## config.mk

```make
export PLATFORM = sky130hd
export DESIGN_NAME = if_fetch_unit
export DESIGN_NICKNAME = d
export VERILOG_FILES = /design/src/rtl/if_fetch_unit.sv
export SDC_FILE = /design/constraint.sdc
export NUM_CORES = 1
export LEC_CHECK = 0
export ABC_AREA = 0
export BUFFER_PORTS_ARGS = -buffer_cell sky130_fd_sc_hd__buf_2
export CAP_MARGIN = 40
export CORE_ASPECT_RATIO = 0.5
export CORE_MARGIN = 1
export CORE_UTILIZATION = 45
export DETAILED_ROUTE_END_ITERATION = 10
export GPL_TIMING_DRIVEN = 0
export PLACE_DENSITY = 0.67
export SYNTH_ARGS = -nofsm -noshare
export SYNTH_HDL_FRONTEND = slang
export SYNTH_SLANG_ARGS = --single-unit
export TNS_END_PERCENT = 50
```

## constraint.sdc

```tcl
create_clock -name clk -period 3.4 [get_ports clk]
set_input_delay 0.51 -clock clk [delete_from_list [all_inputs] [get_ports clk]]
set_output_delay 0.51 -clock clk [all_outputs]
set_load 0.1 [all_outputs]
```

## src/rtl/if_fetch_unit.sv

```systemverilog
// if_fetch_unit: instruction-fetch stage, issues imem requests and buffers up to two {pc, inst} entries for IF/ID.
// Latency: first instruction valid 2 cycles after the first request (1-cycle memory), then one per cycle.
// Backpressure: pause_i holds the head entry; requests stop once buffered + in-flight words reach 2.
module if_fetch_unit #(
  parameter logic [31:0] RESET_PC = 32'h0000_0000,
  parameter logic [31:0] NOP_INST = 32'h0000_0013
) (
  input  logic        clk,
  input  logic        rstn,
  input  logic        pause_i,
  input  logic        redirect_i,
  input  logic [31:0] redirect_pc_i,
  output logic        imem_req_o,
  output logic [31:0] imem_addr_o,
  input  logic        imem_ready_i,
  input  logic        imem_rvalid_i,
  input  logic [31:0] imem_rdata_i,
  output logic        if_valid_o,
  output logic [31:0] if_pc_o,
  output logic [31:0] if_pc4_o,
  output logic [31:0] if_inst_o
);

  // Fetch state
  logic [31:0] r_pc_q;         // next fetch address
  logic [1:0]  r_cnt;          // buffered entries, 0..2
  logic        r_outstanding;  // one request in flight
  logic        r_kill;         // in-flight response belongs to a squashed path
  logic [31:0] r_issued_pc;    // address of the in-flight request
  logic        r_rd_ptr;       // head slot of the 2-entry buffer
  logic [31:0] r_buf_pc   [2];
  logic [31:0] r_buf_inst [2];

  logic        w_pop;
  logic        w_rsp;
  logic        w_push;
  logic        w_req;
  logic        w_accept;
  logic        w_wr_ptr;
  logic [2:0]  w_credit;
  logic [31:0] w_redirect_pc;

  // Head leaves the buffer only when IF/ID actually captures it; a redirect flushes instead.
  assign w_pop    = (r_cnt != 2'd0) && !pause_i && !redirect_i;
  // Responses only count while a request is outstanding; strays after reset are dropped here.
  assign w_rsp    = imem_rvalid_i && r_outstanding;
  assign w_push   = w_rsp && !r_kill && !redirect_i;
  // Slots committed after this edge, excluding any new request: must leave room for one more word.
  assign w_credit = {1'b0, r_cnt} + {2'b00, r_outstanding} - {2'b00, w_pop};
  // Request is held low during reset; a returning response frees the single in-flight slot this cycle.
  assign w_req    = rstn && !redirect_i && (!r_outstanding || imem_rvalid_i) && (w_credit <= 3'd1);
  assign w_accept = w_req && imem_ready_i;
  // Tail slot: head when empty, the other slot when one entry is held.
  assign w_wr_ptr = r_rd_ptr ^ r_cnt[0];
  assign w_redirect_pc = redirect_pc_i & 32'hFFFF_FFFC;

  assign imem_req_o  = w_req;
  assign imem_addr_o = r_pc_q;

  assign if_valid_o = (r_cnt != 2'd0);
  assign if_pc_o    = if_valid_o ? r_buf_pc[r_rd_ptr] : 32'd0;
  assign if_pc4_o   = if_valid_o ? (r_buf_pc[r_rd_ptr] + 32'd4) : 32'd0;
  assign if_inst_o  = if_valid_o ? r_buf_inst[r_rd_ptr] : NOP_INST;

  // Fetch control: pc, occupancy, in-flight tracking and stale-response squashing.
  always_ff @(posedge clk or negedge rstn) begin
    if (!rstn) begin
      r_pc_q        <= RESET_PC;
      r_cnt         <= 2'd0;
      r_outstanding <= 1'b0;
      r_kill        <= 1'b0;
      r_issued_pc   <= 32'd0;
      r_rd_ptr      <= 1'b0;
    end else if (redirect_i) begin
      r_cnt  <= 2'd0;
      r_pc_q <= w_redirect_pc;
      // A response landing this cycle is discarded right here, so only a still-pending one needs killing.
      r_kill <= r_outstanding && !imem_rvalid_i;
      if (w_rsp) begin
        r_outstanding <= 1'b0;
      end
    end else begin
      if (w_accept) begin
        r_pc_q      <= r_pc_q + 32'd4;
        r_issued_pc <= r_pc_q;
      end
      if (w_accept) begin
        r_outstanding <= 1'b1;
      end else if (w_rsp) begin
        r_outstanding <= 1'b0;
      end
      if (w_rsp) begin
        r_kill <= 1'b0;
      end
      r_cnt <= r_cnt + {1'b0, w_push} - {1'b0, w_pop};
      if (w_pop) begin
        r_rd_ptr <= ~r_rd_ptr;
      end
    end
  end

  // Buffer storage: write the returning word with the address it was fetched from.
  always_ff @(posedge clk or negedge rstn) begin
    if (!rstn) begin
      r_buf_pc[0]   <= 32'd0;
      r_buf_pc[1]   <= 32'd0;
      r_buf_inst[0] <= 32'd0;
      r_buf_inst[1] <= 32'd0;
    end else if (w_push) begin
      r_buf_pc[w_wr_ptr]   <= r_issued_pc;
      r_buf_inst[w_wr_ptr] <= imem_rdata_i;
    end
  end

  // The request credit rule must never let a response land in a full buffer.
  a_no_overflow: assert property (@(posedge clk) disable iff (!rstn) !(w_push && (r_cnt == 2'd2)));

endmodule

```

==> flow_summary.ini <==
[critical_path]
cp-end-kind = output port
critPathKind = reg -> out
path_max_fanout = 10
critPathSlowestCell = dfrtp_2
rr_endpoint = imem_addr_o[24]
timing.rr.start = r_cnt[1]
cp.required_ns = 2.89
cpPeakStageDelay_ns = 0.44
arrival_ns = 2.94
rrSetupSlack_ns = 0.13
start_kind = register
path_cells = buf_4 > buf_8 > nand3b_1 > a22oi_2 > nand4_1 > clkbuf_8 > nor4b_4 > mux2_4 > buf_12
reg2reg_depth = 14

[pwr]
p_seq_share_pct = 40.8
intPower_mw = 5.43
power_switching_share_pct = 40.6
ir_worst_vdd_mv = 0.358
p_leak_nw = 6.01
power.density_nw_per_um2 = 741
netSwitchingPower_mw = 3.71
share_comb_of_total_power_pct = 37.5
p_clk_share_pct = 21.7

[clock_network]
clk_latency_ns = 0.43
cts_buffers = 17
hold_buffers = 0
cts_tree = yes
cts_max_level = 4
clk_pin_slew_ns = 0.08
cts.sinks = 189
clk_root_buffer_cell = clkbuf_16
cts_buffer_depth = 2

[timing]
skew_ns = 0.0145
post-route-period-util_pct = 101
fmaxAchievable_mhz = 290
slew_viol_final = 0
finalSetupViolCount = 1
rsz0062_at_grt = true
period_needed_ns = 3.45
fin_ws_ns = -0.0470
hold_viol = 0
worst_slew_pin_slew_ns = 0.764
relSlewSlack_pct = 48.9

[routing]
wl_mm = 26.6
drc = 0
routed_via_density = 5.53
wire_per_inst_um = 18.3
drt_iter0_markers = 506
dr.pass1.iters = 7
vias = 8002
ant_nets = 0

[grt]
grt_max_degree = 130
gr-total-overflow = 0
antenna_found_initial = 0
grt_first_pass_wirelength_mm = 42.0
grt_use_met1_pct = 34.3
top_usage_layer = met2
gr-usage-met3_pct = 4.11
grt_pass1_vias = 7816
met2_usage_pct = 38.5
grt_usage_pct = 24.4

[placement]
hpwl_mm = 19.4
dpl-instance-area_um2 = 11300
place.gp.congestion = 0.952
port-buffer-count = 190

[final_layout]
final_nets = 1238
postLayoutCellArea_um2 = 12300
drive_gt1_share_pct = 38.7
area_growth_pct = 27.3
num_antenna_cells = 0
final_core_util_pct = 59.2

[floorplan]
rows = 37
dieArea_um2 = 22200
die_w_um = 210
start_util_pct = 46.5
die_h_um = 106
io_pins = 200
core-area_um2 = 20800

[yosys]
yosysWarnings = 0
ys_async_sr_fraction_pct = 100
synth.avg_cell_area_um2 = 10.5
seq_area_frac_synth_pct = 48.8
synth-edff-count = 0
synthCells = 924
ys_types = 60
synth_flop_cell = dfrtp_1
synth-seq-cells = 189
syn_area_um2 = 9700

[worst_hold_path]
hold_path_class = in -> async

[run_status]
violations = setup timing
status = finished, violations left

[run]
max_cap_violations = 0
state kept, by name, indices dropped and copies added, names as in the netlist:
| name | cells |
|---|---|
| r_buf_inst | 64 |
| r_buf_pc | 60 |
| imem_addr_o | 30 |
| r_issued_pc | 30 |
| r_cnt | 2 |
| r_kill | 1 |
| r_outstanding | 1 |
| r_rd_ptr | 1 |
worst max path at each step:
stage | endpoint | slack, ns | start | cells past startpoint
after floorplan | if_pc4_o[28] | -0.25 | r_rd_ptr | 12
after global placement | imem_addr_o[25] | -2.22 | rstn | 8
after detailed placement | imem_addr_o[25] | -0.85 | redirect_i | 15
after CTS | if_pc4_o[30] | -0.19 | r_rd_ptr | 13
after global routing | if_pc4_o[30] | -0.11 | r_rd_ptr | 11
final | if_pc4_o[30] | -0.05 | r_rd_ptr | 9
critical path, delay by kind of cell, from the launching register on:
kind / cells / cell delay (ns)
compound gates: 1 / 0.34
mux: 1 / 0.34
flops: 1 / 0.44
simple gates: 3 / 0.69
buf+inv: 4 / 0.69
repair_timing:
action	in CTS	in global routing
gates resized for setup	54	31
endpoints found under the setup margin	134	64
buffers inserted	15	8
gates cloned	1	0
pin swaps	7	8
metal layers:
metal,part of all wire [%],wire [µm]
met1,47,12500
met2,46,12200
met3,5.0,1320
met4,2.0,523
met5,0,0
logic make-up after synthesis:
kind of cell | count (synthesis) | synth area share, %
XOR/XNOR | 25 | 2.26
AO/OA/AOI/OAI | 94 | 6.48
other | 1 | 0.0387
adder cells (fa/ha/maj) | 7 | 0.981
flip-flops | 189 | 48.8
AND/OR/NAND/NOR | 354 | 17.4
buffers and inverters | 67 | 3.10
multiplexers | 187 | 21.0
synthesized netlist by cell type, types with 12 or more instances:
library cell	instances	area share, %
nor2b_1	12	0.77
mux2_2	128	15
nand4_1	20	1.3
nor2_1	84	3.3
nor3_1	14	0.72
dfrtp_1	189	49
clkbuf_1	27	1.0
mux2i_1	58	6.0
a21oi_1	13	0.67
buf_1	14	0.54
nand2_1	144	5.6
xnor2_1	15	1.4
o21ai_0	31	1.6
nand3_1	26	1.3
area by class of cell:
cell class / count / area [µm²]
fillers: 1808 / 8490
multi-input cells: 673 / 5030
flip-flops and latches: 189 / 4730
repair buffers: 216 / 1290
clock buffers: 18 / 439
well taps: 273 / 342
plain buffers: 55 / 305
clock inverters: 14 / 168
inverters: 9 / 33.8
layout by cell type (no fill, tap or decap), types with 6 or more instances in the layout:
cell type  instances
a21o_1             6
a21oi_1            8
a221o_1            7
and2_1            10
buf_1             10
buf_12             6
buf_2            180
buf_4             37
clkbuf_1          23
clkbuf_16         17
conb_1             6
dfrtp_1          187
inv_1              9
mux2_2           125
mux2i_1           56
nand2_1          142
nand3_1           25
nand3b_1           7
nand4_1           20
nor2_1            68
nor2_2            13
nor2b_1           12
nor3_1             9
o21ai_0           25
o21ai_1            6
xnor2_1           14
xor2_1            10
stage by stage:
step | hold WS, ns | setup slack, ns | total power, mW | setup TNS (ns) | std cells
finish | 0.0167 | -0.0470 | 9.14 | -0.0470 | 1447
global route | 0.0273 | -0.109 | 9.62 | -0.265 | 1447
CTS | 0.0199 | -0.188 | 9.16 | -0.662 | 1441
detailed placement | 0.471 | -0.845 | 7.01 | -40.85 | 1394
global placement | 0.467 | -2.22 | 6.87 | -337.41 | 1392
floorplan | 0.214 | -0.252 | 6.18 | -0.481 | 929
power groups by stage:
stage	logic, mW	registers, mW	clock network (mW)
2_1_floorplan	2.40	3.78	0
3_3_place_gp	3.19	3.68	0
3_5_place_dp	3.28	3.74	0
4_1_cts	3.43	3.70	2.03
5_1_grt	3.66	3.83	2.13
6_report	3.43	3.73	1.98
(Power assumes the default switching activity.)
